<file path="config.mk">
export PLATFORM = sky130hd
export DESIGN_NAME = mem_stage
export DESIGN_NICKNAME = d
export VERILOG_FILES = /design/src/rtl/mem_stage.sv
export SDC_FILE = /design/constraint.sdc
export NUM_CORES = 1
export LEC_CHECK = 0
export ABC_AREA = 1
export BUFFER_PORTS_ARGS = -buffer_cell sky130_fd_sc_hd__buf_4
export CAP_MARGIN = 25
export CORE_MARGIN = 2
export CORE_UTILIZATION = 44
export DETAILED_ROUTE_END_ITERATION = 7
export GPL_TIMING_DRIVEN = 0
export PLACE_DENSITY = 0.78
export SYNTH_ARGS = -nofsm -noshare
export SYNTH_HDL_FRONTEND = slang
export SYNTH_SLANG_ARGS = --single-unit
</file>
<file path="constraint.sdc">
create_clock -name clk_i -period 1.55 [get_ports clk_i]
set_input_delay 0.3875 -clock clk_i [delete_from_list [all_inputs] [get_ports clk_i]]
set_output_delay 0.3875 -clock clk_i [all_outputs]
set_load 0.01 [all_outputs]
</file>
<file path="src/rtl/mem_stage.sv">
`default_nettype none
// ============================================================================
// Module   : mem_stage
// Purpose  : Memory-access pipeline stage. Holds the EX->MEM pipeline
//            registers, drives the data-memory port through a req/gnt/rvalid
//            handshake, builds byte enables and replicated store data, aligns
//            and extends load data, and flags misaligned HALF/WORD accesses.
// Ports    : clk_i/rst_n_i           clock, asynchronous active-low reset
//            *_ex_i                  instruction fields from the EX stage
//            stall_mem_i/flush_mem_i controller hold / bubble insertion
//            dmem_*                  data-memory request/response port
//            *_mem_o                 registered writeback set to the WB stage
//            mem_rdata_mem_o         aligned, extended load data
//            mem_busy_o              stall request while a transaction runs
//            trap_mem_o, load_misaligned_o, store_misaligned_o  trap + cause
// Revision : 1.0 - initial release
// ============================================================================
module mem_stage #(
   parameter int unsigned MISALIGN_TRAP = 1
) (
   input  logic        clk_i,
   input  logic        rst_n_i,
   input  logic [4:0]  rd_addr_ex_i,
   input  logic        rd_dst_bank_ex_i,
   input  logic [31:0] alu_result_ex_i,
   input  logic        mem_wen_ex_i,
   input  logic [1:0]  mem_data_type_ex_i,
   input  logic        mem_sign_extend_ex_i,
   input  logic [31:0] mem_wdata_ex_i,
   input  logic        reg_alu_wen_ex_i,
   input  logic        reg_mem_wen_ex_i,
   input  logic        valid_ex_i,
   input  logic        stall_mem_i,
   input  logic        flush_mem_i,
   output logic        dmem_req_o,
   output logic        dmem_we_o,
   output logic [3:0]  dmem_be_o,
   output logic [31:0] dmem_addr_o,
   output logic [31:0] dmem_wdata_o,
   input  logic        dmem_gnt_i,
   input  logic        dmem_rvalid_i,
   input  logic [31:0] dmem_rdata_i,
   output logic [4:0]  rd_addr_mem_o,
   output logic        rd_dst_bank_mem_o,
   output logic [31:0] alu_result_mem_o,
   output logic [31:0] mem_rdata_mem_o,
   output logic        reg_alu_wen_mem_o,
   output logic        reg_mem_wen_mem_o,
   output logic        valid_mem_o,
   output logic        mem_busy_o,
   output logic        trap_mem_o,
   output logic        load_misaligned_o,
   output logic        store_misaligned_o
);

   localparam logic TRAP_EN = (MISALIGN_TRAP != 0);

   typedef enum logic [1:0] {
      S_IDLE        = 2'd0,
      S_WAIT_GNT    = 2'd1,
      S_WAIT_RVALID = 2'd2,
      S_DONE        = 2'd3
   } state_e;

   state_e      state_q, state_d;

   // EX->MEM pipeline registers
   logic [4:0]  rd_addr_q;
   logic        rd_dst_bank_q;
   logic [31:0] alu_result_q;
   logic        mem_wen_q;
   logic [1:0]  mem_data_type_q;
   logic        mem_sign_extend_q;
   logic [31:0] mem_wdata_q;
   logic        reg_alu_wen_q;
   logic        reg_mem_wen_q;
   logic        valid_q;
   logic [31:0] rdata_q;

   always_ff @(posedge clk_i or negedge rst_n_i) begin
      if (!rst_n_i) begin
         rd_addr_q         <= '0;
         rd_dst_bank_q     <= 1'b0;
         alu_result_q      <= '0;
         mem_wen_q         <= 1'b0;
         mem_data_type_q   <= '0;
         mem_sign_extend_q <= 1'b0;
         mem_wdata_q       <= '0;
         reg_alu_wen_q     <= 1'b0;
         reg_mem_wen_q     <= 1'b0;
         valid_q           <= 1'b0;
      end else if (!stall_mem_i) begin
         if (flush_mem_i) begin
            // Bubble: kill every side effect, leave the data fields alone.
            mem_wen_q     <= 1'b0;
            reg_alu_wen_q <= 1'b0;
            reg_mem_wen_q <= 1'b0;
            valid_q       <= 1'b0;
         end else begin
            rd_addr_q         <= rd_addr_ex_i;
            rd_dst_bank_q     <= rd_dst_bank_ex_i;
            alu_result_q      <= alu_result_ex_i;
            mem_wen_q         <= mem_wen_ex_i;
            mem_data_type_q   <= mem_data_type_ex_i;
            mem_sign_extend_q <= mem_sign_extend_ex_i;
            mem_wdata_q       <= mem_wdata_ex_i;
            reg_alu_wen_q     <= reg_alu_wen_ex_i;
            reg_mem_wen_q     <= reg_mem_wen_ex_i;
            valid_q           <= valid_ex_i;
         end
      end
   end

   // Access classification
   logic w_is_half, w_is_word, w_mem_op, w_mis_raw, w_misaligned, w_access;

   assign w_is_half    = (mem_data_type_q == 2'd1);
   assign w_is_word    = mem_data_type_q[1];   // encoding 3 is handled as WORD
   assign w_mem_op     = mem_wen_q | reg_mem_wen_q;
   assign w_mis_raw    = (w_is_half & alu_result_q[0]) |
                         (w_is_word & (alu_result_q[1:0] != 2'b00));
   assign w_misaligned = TRAP_EN & w_mis_raw;
   assign w_access     = valid_q & w_mem_op & ~w_misaligned;

   assign trap_mem_o         = valid_q & w_misaligned & w_mem_op;
   assign store_misaligned_o = trap_mem_o & mem_wen_q;
   assign load_misaligned_o  = trap_mem_o & ~mem_wen_q;

   // Memory port, driven straight from the MEM registers so it stays stable
   // for as long as the stage is stalled.
   assign dmem_addr_o = {alu_result_q[31:2], 2'b00};
   assign dmem_we_o   = mem_wen_q;

   always_comb begin
      dmem_be_o    = 4'b1111;
      dmem_wdata_o = mem_wdata_q;
      case (mem_data_type_q)
         2'd0: begin
            dmem_be_o    = 4'b0001 << alu_result_q[1:0];
            dmem_wdata_o = {4{mem_wdata_q[7:0]}};
         end
         2'd1: begin
            dmem_be_o    = alu_result_q[1] ? 4'b1100 : 4'b0011;
            dmem_wdata_o = {2{mem_wdata_q[15:0]}};
         end
         default: begin
            dmem_be_o    = 4'b1111;
            dmem_wdata_o = mem_wdata_q;
         end
      endcase
   end

   // Handshake FSM
   always_ff @(posedge clk_i or negedge rst_n_i) begin
      if (!rst_n_i) begin
         state_q <= S_IDLE;
      end else begin
         state_q <= state_d;
      end
   end

   always_comb begin
      state_d    = state_q;
      dmem_req_o = 1'b0;
      mem_busy_o = 1'b0;
      case (state_q)
         S_IDLE: begin
            dmem_req_o = w_access;
            mem_busy_o = w_access;
            if (w_access) begin
               state_d = dmem_gnt_i ? S_WAIT_RVALID : S_WAIT_GNT;
            end
         end
         S_WAIT_GNT: begin
            // Request may not be retracted once raised.
            dmem_req_o = 1'b1;
            mem_busy_o = 1'b1;
            if (dmem_gnt_i) begin
               state_d = S_WAIT_RVALID;
            end
         end
         S_WAIT_RVALID: begin
            mem_busy_o = ~dmem_rvalid_i;
            if (dmem_rvalid_i) begin
               // If the stage is held by someone else, park in DONE so the
               // still-present instruction is not issued a second time.
               state_d = stall_mem_i ? S_DONE : S_IDLE;
            end
         end
         S_DONE: begin
            if (!stall_mem_i) begin
               state_d = S_IDLE;
            end
         end
         default: state_d = S_IDLE;
      endcase
   end

   always_ff @(posedge clk_i or negedge rst_n_i) begin
      if (!rst_n_i) begin
         rdata_q <= '0;
      end else if ((state_q == S_WAIT_RVALID) && dmem_rvalid_i) begin
         rdata_q <= dmem_rdata_i;
      end
   end

   // Load alignment and extension
   logic [31:0] w_rsrc, w_rshift;

   assign w_rsrc   = (state_q == S_WAIT_RVALID) ? dmem_rdata_i : rdata_q;
   assign w_rshift = w_rsrc >> {alu_result_q[1:0], 3'b000};

   always_comb begin
      mem_rdata_mem_o = w_rshift;
      case (mem_data_type_q)
         2'd0:    mem_rdata_mem_o = {{24{mem_sign_extend_q & w_rshift[7]}}, w_rshift[7:0]};
         2'd1:    mem_rdata_mem_o = {{16{mem_sign_extend_q & w_rshift[15]}}, w_rshift[15:0]};
         default: mem_rdata_mem_o = w_rshift;
      endcase
   end

   assign rd_addr_mem_o     = rd_addr_q;
   assign rd_dst_bank_mem_o = rd_dst_bank_q;
   assign alu_result_mem_o  = alu_result_q;
   assign reg_alu_wen_mem_o = reg_alu_wen_q;
   assign reg_mem_wen_mem_o = reg_mem_wen_q;
   assign valid_mem_o       = valid_q;

endmodule
`default_nettype wire
</file>
* Yosys cells after proc, flatten, opt, wreduce, memory -nomap -nowiden
Index checks and enable logic that the tools add are counted.
** Storage, ports and cells
- Input port bits :: 115
- Word-level logic and storage cells :: 63
- Output and inout port bits :: 147
- Flip-flop bits (word level) :: 111
** Cells by class
- Eq/ne operators :: 8
- Bitwise gates (word level) :: 17
- Reduce and logical (&&, ||, !) cells :: 6
- Mux-type cells :: 18
- Shift operators :: 2
** Operator list (count)
- $pmux W32 S2 :: 2
- $mux W32 :: 1
- $shr A32 B5 Y32 :: 1
- $mux W2 :: 6
- $and A1 B1 Y1 :: 10
- $ne A2 B2 Y1 const B :: 4
- $pmux W2 S4 :: 1
- $pmux W4 S2 :: 1
- $not A1 Y1 :: 5
- $eq A2 B1 Y1 const B :: 2
- $eq A2 B2 Y1 const B :: 2
- $logic_not A2 Y1 :: 2
- $mux W1 :: 4
- $mux W4 :: 1
- $reduce_and A4 Y1 :: 1
- $shl A1 B2 Y4 const A :: 1
- $pmux W1 S3 :: 1
- $or A1 B1 Y1 :: 2
- $pmux W1 S2 :: 1
- $reduce_and A2 Y1 :: 1
- $reduce_bool A2 Y1 :: 1
- $logic_and A1 B1 Y1 :: 1

* Depth between registers and ports, before layout
Gate-level depths: netlist of run 1.
- Depth in word-level cells :: 7
- Mapped depth :: 10
- Depth with buffers taken out :: 9

* Least setup slack after synthesis of run 1
OpenSTA, ideal clock, no wires.
- Path type :: reg-to-output
- Start :: register alu_result_q[0], in the netlist alu_result_mem_o[0]
- End :: output port mem_rdata_mem_o[16]
- Buffers on the path :: 2
- Slack :: -196 ps
- Data required time :: 1162 ps
- Data arrival time :: 1358 ps
- Stages on the path, launching flop included :: 9
- Cell sequence :: dfrtp_1 > buf_4 > nor2_2 > nand3_1 > nand2_1 > inv_2 > nand3_2 > buf_6 > nand3_1
** On the way
- Longest elaborated chain between the ends :: 3
- Elaborated cells between the ends (all ways) :: 4
- Classes of those cells :: shift (1); mux (1); bitwise (2)
** RTL lines
- start: declaration :: line 70 : logic [31:0] alu_result_q;
- start signal: assignment :: line 102 : alu_result_q <= alu_result_ex_i;
- $shr A32 B5 Y32 (*) :: line 211 : assign w_rshift = w_rsrc >> {alu_result_q[1:0], 3'b000};
- $and A1 B1 Y1, on equally long branches :: line 217, 216
- $pmux W32 S2 (*) :: line 215 : case (mem_data_type_q)
- end: declaration :: line 46 : output logic [31:0] mem_rdata_mem_o,
Mark *: on every way between the ends. The rest lies on a longest branch, timed or not.

* Final worst setup path of run 1
- Start :: register state_q[0]
- End :: output port mem_rdata_mem_o[21]
** On the way
- Longest elaborated chain between the ends :: 5
- Elaborated cells between the ends (all ways) :: 6
- Classes of those cells :: eq/ne (1); shift (1); mux (2); bitwise (2)
** RTL lines
- start: declaration :: line 65 : state_e state_q, state_d;
- start signal: assignment :: line 158 : state_q <= state_d;
- $eq A2 B2 Y1 (*) :: line 210 : assign w_rsrc = (state_q == S_WAIT_RVALID) ? dmem_rdata_i : rdata_q;
- $mux W32 (*) :: line 210
- $shr A32 B5 Y32 (*) :: line 211
- $and A1 B1 Y1, on equally long branches :: line 217, 216
- $pmux W32 S2 (*) :: line 215
Marked as above.

==> metrics.txt, run 1 <==
Max-cap violations=0; grt total ovfl=0; Routed WL=25.4 mm; vias in the first global route=6697; CTS tree=yes; FF+latch count, synth=111; r2r worst-path depth=13; Leakage=0.00530 uW; WP data arrival=2050 ps; Core Area=0.0133 mm2; PD cells=1400 mW/mm2; antenna cells=0; ANT nets after route=0; mean instance size in the synthesized netlist=7.64 um2; final setup fails=68; hold crit path type=in2reg; Area growth, synth to finish=65.8%; Period minus WS final=2430 ps; row count=42; clock transition at the registers of the reported paths=80 ps; Synth Cell Area=0.00605 mm2; Critical Path Sink Type=output pin; most frequent cells in the layout=294 x buf_4, 230 x nand2_1, 108 x dfrtp_1, 61 x inv_1, 58 x buf_6; startpoint types=flip-flop; full die area=0.0147 mm2; setup_tns=-40420 ps; CTS Root Cell=clkbuf_16; latest clock arrival within the worst-skew pair=370 ps; DR DRC count=0; initial DRC count=664; cell count after synthesis=792; post-synth cell types=32; post-synthesis mux area share=0.744%; largest family of logic cells by synthesized area=simple AND/OR/NAND/NOR gates; maximum VDD drop=0.854 mV; CP Class=reg2out; Util after Layout=75.2%; first-pass GRT wire length=35.5 mm; Post-Synth Adder-Cell Area=0%; Final #Nets=1231; H-Tree Depth=3; post-synth top area share=45.9%; DP Area=0.00840 mm2; outcome=finished, violations left; post-route cell area=0.0100 mm2; most common cell after layout, fill and taps aside=buf_4; area leader, netlist=dfrtp_1; Max FO, Critical Path=7; synth warn=0; TritonCTS buffer count=9; DR WL/cell=19.6 um; RSZ-0062 raised after global routing=true; WHS Path Cells=3; Worst Skew=4.91 ps; failing checks=negative setup slack; PnR worst setup slack=-883 ps; WP data required=1160 ps; register area share after synthesis=45.9%; via count=7009; io pins=262; Detail Placement HPWL=16.6 mm; ranking of synthesized cells by area=dfrtp_1 46%, nand2_1 16%, o21ai_0 6.9%; share of post-route cells with drive strength above 1=47.3%; Synth Area in Compound Gates=14.6%; fmax=411 MHz; Max Slew Vio Count=0; placer congestion estimate=0.955; die width=121 um; simple-gate share of the synthesized area=25.1%; initial core utilization=45.4%; Post-Place Worst Slack=-540 ps; XOR/XNOR Fraction of Synth Area=0%; largest net degree at the start of global routing=74; clock sinks=111; GRT Util Overall=31.4%; DR vias/cell=5.40; CTS max path bufs=2; Final Cycle Share=157%; port buffer count=259; Die H=121 um; Final Hold Viols=0; 1st-pass router iterations=5; initial antenna violation count=0
-- cell usage after synthesis (all sizes together) --
cell and number:
nand3 68, nand4 1, clkinv 1, conb 1, inv 72, nor3 2, clkbuf 19, o21bai 1
mux2 4, o221ai 8, o211ai 34, buf 66, a31oi 1, nor2 25, or2 1, o22ai 1
a22o 1, dfrtp 111, o21ai 92, a21oi 14, nand2 269
-- critical path, stage by stage (launching register included) --
cell and delay (ps):
dfrtp_1 430, inv_4 120, nand2_4 80, nand2_1 130, nand2_1 130, nand2_2 120
nand3_2 90, nand3_4 140, buf_6 120, buf_12 110, nand3_2 80, buf_6 130
-- metal layers --
metal / vias up / track usage (%) / part of all wire, %
li1: 3176 / - / -
met1: 3347 / 39.5 / 37
met2: 398 / 51.7 / 50
met3: 88 / 8.93 / 8.7
met4: 0 / 11.4 / 4.3
met5: - / 0 / 0
-- what timing repair did --
item	CTS	global route
pin swaps	25	21
hold buffers	1	0
endpoints found under the hold margin	38	0
resized for setup	176	89
setup endpoints to repair	65	96
buffers inserted	35	15
cloned	5	1
-- sequential cells by signal (all words and copies together) (netlist names) --
name,count
valid_mem_o,1
mem_wdata_q,32
mem_sign_extend_q,1
alu_result_mem_o,32
state_q,2
rdata_q,32
reg_alu_wen_mem_o,1
reg_mem_wen_mem_o,1
rd_addr_mem_o,5
rd_dst_bank_mem_o,1
dmem_we_o,1
mem_data_type_q,2
-- report_power, final --
group	switching (uW)	internal (uW)	leakage [uW]	total (uW)
clock network	1230	1140	0.000144	2370
registers	459	3560	0.00135	4020
logic	4150	3480	0.00381	7630
total	5840	8180	0.00530	14000
-- through the flow --
stage,total power [uW],cells,hold WS [ps]
after floorplan,7400,793,91.9
after global placement,9850,1228,454
after detailed placement,9960,1229,321
after CTS,13300,1286,207
after global routing,14700,1297,213
final,14000,1297,213
-- final cells by class --
cell class / instances / area (um2)
clock buffers: 9 / 225
repair buffers: 313 / 2640
multi-input cells: 524 / 3080
clock inverters: 7 / 77.6
well taps: 176 / 220
inverters: 73 / 302
flip-flops and latches: 111 / 2780
fillers: 960 / 3310
plain buffers: 84 / 709
-- kinds of logic after synthesis --
family          Yosys count
compound gates          152
buf+inv                 158
flops                   111
mux                       4
other cells               1
simple gates            366
-- worst paths after layout --
| kind | start | end | slack [ps] |
|---|---|---|---|
| max in group asynchronous | rst_n_i | alu_result_mem_o[1] | 310 |
| worst max-delay path | state_q[0] | mem_rdata_mem_o[21] | -880 |
| worst min-delay path | alu_result_ex_i[4] | alu_result_mem_o[4] | 210 |
| worst min register to register | rd_addr_mem_o[1] | rd_addr_mem_o[1] | 480 |
| min in group asynchronous | rst_n_i | rdata_q[30] | 510 |
| worst max register to register | mem_data_type_q[1] | state_q[1] | -90 |
(Power assumes the default switching activity.)
==> run 2, diff against run 1 <==
Settings changed: CORE_ASPECT_RATIO set to 1.25, TNS_END_PERCENT set to 5.
==> run 2 against run 1 <==
Against the previous run:
- the run still ends with negative setup slack left
- sequential share of layout area rose by 1.6 points
- die area barely moved
- combinational power fell by 1%
- power fell by 1.6%
- non-clock buffer count fell by 23
- critical path type unchanged
- highest routed layer is now met5
==> metrics.txt, run 2 (synthesized netlist as in run 1, its figures left out) <==
outcome=finished, violations left (unchanged); failing checks=negative setup slack (unchanged); die width=109 um (was 121 um); Worst Skew=6.31 ps (was 4.91 ps); Storage cell area=0.00278 mm2 (about the same); full die area=0.0147 mm2 (about the same); worst r2r src=state_q[0] (was mem_data_type_q[1]); Worst R2R Setup Slack=20 ps (was -90 ps); first-pass GRT wire length=34.0 mm (was 35.5 mm); DR WL/cell=17.7 um (was 19.6 um); CP Launch Point=state_q[0] (unchanged); PnR worst setup slack=-791 ps (was -883 ps); CTS max path bufs=2 (unchanged); CTS Root Cell=clkbuf_16 (unchanged); WP data arrival=1950 ps (was 2050 ps); hold_sp=alu_result_ex_i[28] (was alu_result_ex_i[4]); H-Tree Depth=3 (unchanged); Routed WL=22.5 mm (was 25.4 mm); worst slew pin tran=585 ps; DR vias/cell=5.22 (was 5.40); Max-cap violations=0 (unchanged); Core Area=0.0133 mm2 (about the same); clock transition at the registers of the reported paths=80 ps (about the same); GRT Util Overall=30.8% (was 31.4%); delay of the slowest critical-path stage=390 ps (was 430 ps); post-route cell area=0.00948 mm2 (was 0.0100 mm2); RSZ-0062 raised after global routing=true (unchanged); sum of buffers and inverters on the critical path=6 (was 4); latest clock arrival within the worst-skew pair=360 ps (was 370 ps); GRT busiest layer=met2 (unchanged); initial antenna violation count=1 (was 0); WHS Path Cells=3 (unchanged); Critical Path Sink Type=output pin (unchanged); Area growth, synth to finish=56.6% (was 65.8%); DR DRC count=0 (unchanged); largest net degree at the start of global routing=77 (was 74); via count=6629 (was 7009); GRT met2 Usage=53.0% (was 51.7%); Detail Placement HPWL=16.8 mm (was 16.6 mm); hold crit path type=in2reg (unchanged); met3 usage=9.24% (was 8.93%); row count=47 (was 42); initial DRC count=399 (was 664); placer congestion estimate=0.993 (was 0.955); Max Slew Vio Count=0 (unchanged); final setup fails=65 (was 68); grt total ovfl=0 (unchanged); antenna cells=0 (unchanged); CP max-delay cell=dfrtp_1 (unchanged); io pins=262 (unchanged); TritonCTS buffer count=9 (unchanged); fmax=427 MHz (was 411 MHz); initial core utilization=45.4% (about the same); WP data required=1160 ps (about the same); met1 GRT Util=34.7% (was 39.5%); Final Hold Viols=0 (unchanged); r2r worst-path depth=7 (was 13); Top delay family on crit path=buffers and inverters (was simple AND/OR/NAND/NOR gates); maximum VDD drop=0.736 mV (was 0.854 mV); most common cell after layout, fill and taps aside=buf_4 (unchanged); Hold WS=223 ps (was 213 ps); CTS tree=yes (unchanged); most frequent cells in the layout=296 x buf_4, 241 x nand2_1, 110 x dfrtp_1, 63 x inv_1, 62 x o21ai_0 (was 294 x buf_4, 230 x nand2_1, 108 x dfrtp_1, 61 x inv_1, 58 x buf_6); port buffer count=259 (unchanged); clock sinks=111 (unchanged); vias in the first global route=6576 (was 6697); crit-path cells=inv_2 -> nand2_8 -> buf_12 -> nand2_4 -> nand3_2 -> nand2_2 -> inv_2 -> nand3_4 -> buf_12 -> buf_16 -> nand3_2 -> buf_6 (was inv_4 -> nand2_4 -> nand2_1 -> nand2_1 -> nand2_2 -> nand3_2 -> nand3_4 -> buf_6 -> buf_12 -> nand3_2 -> buf_6); slew margin rel.=61.0%; CP Class=reg2out (unchanged); Die H=135 um (was 121 um); # fillers=1083 (was 960); area of the multi-input gates=0.00283 mm2 (was 0.00308 mm2); ANT nets after route=0 (unchanged); Max FO, Critical Path=6 (was 7); Final Cycle Share=151% (was 157%); PD cells=1460 mW/mm2 (was 1400 mW/mm2); Leakage=0.00504 uW (was 0.00530 uW); 1st-pass router iterations=5 (unchanged); startpoint types=flip-flop (unchanged); Period minus WS final=2340 ps (was 2430 ps); DP Area=0.00838 mm2 (was 0.00840 mm2); stages on the worst setup path=12 (was 11); share of post-route cells with drive strength above 1=42.9% (was 47.3%); Final #Nets=1208 (was 1231)
run 2: worst min-delay path, stage by stage:
cell     delay [ps]
buf_4            70
nand2_1          40
nand2_1          50
run 2: timing repair:
action	CTS	global route
setup buffers	19	5
gates resized for setup	102	58
hold buffers	1	0
pin swaps	19	14
cloned	3	1
hold endpoints to repair	35	0
endpoints found under the setup margin	75	96
run 2: final cells by class:
type / instances / share of cell area (%)
Multi-Input combinational cell: 524 / 29.8
Inverter: 73 / 3.07
Sequential cell: 111 / 29.3
Timing Repair Buffer: 289 / 25.1
Clock buffer: 12 / 2.70
Tap cell: 171 / 2.26
Clock inverter: 4 / 0.396
Buffer: 85 / 7.36
run 2: layer usage:
metal / part of all wire (%) / routed length, um / vias to the layer above
met5: 0.053 / 12 / -
met4: 4.7 / 1070 / 2
met3: 8.7 / 1960 / 67
met2: 51 / 11400 / 331
met1: 36 / 8090 / 3098
li1: - / - / 3131
run 2: path summary, 6_finish.rpt:
path | endpoint
setup / recovery | mem_rdata_mem_o[23]
hold / removal | alu_result_mem_o[28]
setup reg to reg | rdata_q[11]
hold reg to reg | mem_wdata_q[17]
max in group asynchronous | alu_result_mem_o[1]
min in group asynchronous | rd_dst_bank_mem_o
run 2: through the flow:
step	cells	TNS (ps)	worst slack [ps]	util, %	total power (uW)
3_3_place_gp	1223	-45880	-570	62.5	9900
3_5_place_dp	1224	-30450	-577	62.8	10000
2_1_floorplan	793	-3610	-108	-	7380
6_report	1269	-33970	-791	71.0	13800
4_1_cts	1263	-33810	-752	69.1	13200
5_1_grt	1269	-38620	-853	71.0	14600
run 2: power by group:
group          internal (uW)  switching [uW]  leakage, uW  total (uW)
registers               3560             384      0.00135        3940
clock network           1200            1130     0.000145        2340
logic                   3480            4050      0.00354        7520
total                   8240            5560      0.00504       13800
==> run 3, diff against run 2 <==
Settings changed: CORE_MARGIN 2 to unset, CORE_UTILIZATION 44 to 45, CTS_BUF_LIST set to sky130_fd_sc_hd__clkbuf_8, PLACE_DENSITY 0.78 to 0.79.
==> run 3 against run 2 <==
Against the previous run:
- the flow still finishes with violations (negative setup slack)
- clock-buffer cell count shrank 3
- worst hold slack lost 42 ps
- sequential share of layout area grew 0.76 points
- first-iteration DRC count shrank 24%
- fmax shrank 0.36%
- combinational power shrank 3.7%
- non-clock buffer count shrank 7
- highest routed layer is now met4
==> metrics.txt, run 3 (synthesized netlist as in run 1, its figures left out) <==
outcome=finished, violations left (unchanged); failing checks=negative setup slack (unchanged); worst r2r src=state_q[0] (unchanged); Worst Skew=17.4 ps (was 6.31 ps); io pins=262 (unchanged); RSZ-0062 raised after global routing=true (unchanged); DR WL/cell=17.3 um (was 17.7 um); Util after Layout=70.2% (was 71.0%); share of post-route cells with drive strength above 1=41.5% (was 42.9%); met1 GRT Util=33.7% (was 34.7%); hold crit path type=in2reg (unchanged); first-pass GRT wire length=32.4 mm (was 34.0 mm); slew margin rel.=60.4% (was 61.0%); startpoint types=flip-flop (unchanged); Leakage=0.00493 uW (was 0.00504 uW); initial DRC count=303 (was 399); latest clock arrival within the worst-skew pair=390 ps (was 360 ps); PnR worst setup slack=-799 ps (was -791 ps); CTS tree=yes (unchanged); Final Hold Viols=0 (unchanged); placer congestion estimate=0.978 (was 0.993); Final #Nets=1201 (was 1208); GRT met2 Usage=53.9% (was 53.0%); internal power=7670 uW (was 8240 uW); GRT Util Overall=30.5% (was 30.8%); WHS Path Cells=3 (unchanged); initial antenna violation count=0 (was 1); sw power=5300 uW (was 5560 uW); vias in the first global route=6389 (was 6576); reg2reg end=state_q[0] (was rdata_q[11]); row count=47 (unchanged); Core Area=0.0132 mm2 (was 0.0133 mm2); WP data required=1160 ps (about the same); Max Slew Vio Count=0 (unchanged); final setup fails=67 (was 65); CTS max path bufs=2 (unchanged); initial core utilization=46.0% (was 45.4%); hold_sp=alu_result_ex_i[12] (was alu_result_ex_i[28]); clock sinks=111 (unchanged); # fillers=1086 (was 1083); antenna cells=0 (unchanged); switching part of the total=40.9% (was 40.3%); H-Tree Depth=3 (unchanged); sequential share of power=30.4% (was 28.6%); full die area=0.0139 mm2 (was 0.0147 mm2); CP Class=reg2out (unchanged); most common cell after layout, fill and taps aside=buf_4 (unchanged); Comb power frac=55.8% (was 54.5%); DR DRC count=0 (unchanged); fmax=426 MHz (was 427 MHz); Worst R2R Setup Slack=-80 ps (was 20 ps); largest net degree at the start of global routing=70 (was 77); clock transition at the registers of the reported paths=110 ps (was 80 ps); 1st-pass router iterations=5 (unchanged); Area growth, synth to finish=52.7% (was 56.6%); port buffer count=259 (unchanged); grt total ovfl=0 (unchanged); Routed WL=21.8 mm (was 22.5 mm); PD cells=1400 mW/mm2 (was 1460 mW/mm2); Max-cap violations=0 (unchanged); worst slew pin tran=593 ps (was 585 ps); via count=6559 (was 6629); Period minus WS final=2350 ps (was 2340 ps); Detail Placement HPWL=16.7 mm (was 16.8 mm); die width=106 um (was 109 um); Die H=132 um (was 135 um); placed insts=1224 (unchanged); Overall Power=13000 uW (was 13800 uW); GRT busiest layer=met2 (unchanged); worst hold endpoint=alu_result_mem_o[12] (was alu_result_mem_o[28]); most frequent cells in the layout=299 x buf_4, 247 x nand2_1, 109 x dfrtp_1, 63 x inv_1, 62 x o21ai_0 (was 296 x buf_4, 241 x nand2_1, 110 x dfrtp_1, 63 x inv_1, 62 x o21ai_0); ANT nets after route=0 (unchanged); maximum VDD drop=0.760 mV (was 0.736 mV); met3 usage=5.80% (was 9.24%); Critical Path Sink Type=output pin (unchanged); Clock power frac=13.8% (was 16.9%); CTS Root Cell=clkbuf_8 (was clkbuf_16); DR vias/cell=5.20 (was 5.22); WP data arrival=1960 ps (was 1950 ps); final std cells w/o fill=1262 (was 1269); r2r worst-path depth=9 (was 7); TritonCTS buffer count=9 (unchanged); Post-Place Worst Slack=-576 ps (was -577 ps); Final Cycle Share=152% (was 151%); Max FO, Critical Path=6 (unchanged); Hold WS=180 ps (was 223 ps)
==> run 3: metal layers <==
layer | wire, um | vias to the layer above
li1 | - | 3113
met1 | 7790 | 3037
met2 | 11100 | 338
met3 | 1680 | 71
met4 | 1250 | 0
met5 | 0 | -
==> run 3: timing repair <==
action,in CTS,in global routing
pin swaps,11,24
endpoints found under the setup margin,74,84
hold buffers,1,0
hold endpoints to repair,31,0
setup buffers,10,7
gates cloned,0,4
gates resized for setup,60,83
==> run 3: worst max-delay path, cell delays in order (launching register included) <==
cell and delay (ps):
dfrtp_1 390, buf_6 140, nand2_8 90, clkbuf_16 160
buf_12 120, buf_2 190, o21ai_0 90, o211ai_1 220
buf_4 160
==> run 3: area by class of cell <==
| class | instances | area, um2 | area share (%) |
|---|---|---|---|
| Multi-Input combinational cell | 524 | 2760 | 29.9 |
| Timing Repair Buffer | 282 | 2270 | 24.6 |
| Clock inverter | 7 | 71.3 | 0.771 |
| Sequential cell | 111 | 2780 | 30.1 |
| Clock buffer | 9 | 124 | 1.34 |
| Inverter | 73 | 297 | 3.21 |
| Tap cell | 171 | 214 | 2.31 |
| Buffer | 85 | 724 | 7.83 |
==> run 3: power by group through the flow <==
| stage | Clock, uW | Combinational [uW] | Sequential (uW) |
|---|---|---|---|
| 2_1_floorplan | 0 | 3440 | 3940 |
| 3_3_place_gp | 0 | 5930 | 3950 |
| 3_5_place_dp | 0 | 6020 | 3970 |
| 4_1_cts | 1820 | 6350 | 3920 |
| 5_1_grt | 1930 | 7740 | 4000 |
| 6_report | 1790 | 7240 | 3940 |
==> run 3: metrics by stage <==
stage	TNS (ps)	cell area [um2]
after floorplan	-3610	6190
after global placement	-42190	8350
after detailed placement	-29610	8370
after CTS	-37540	8810
after global routing	-40030	9250
final	-35230	9250
==> run 3: how the worst max path moves through the flow <==
| stage | start | end | cells past startpoint |
|---|---|---|---|
| final | state_q[1] | mem_rdata_mem_o[2] | 8 |
| after global routing | state_q[0] | mem_rdata_mem_o[1] | 8 |
| after CTS | state_q[1] | mem_rdata_mem_o[5] | 10 |
| after detailed placement | state_q[0] | mem_rdata_mem_o[1] | 8 |
| after global placement | state_q[0] | mem_rdata_mem_o[1] | 8 |
| after floorplan | state_q[0] | mem_rdata_mem_o[10] | 10 |
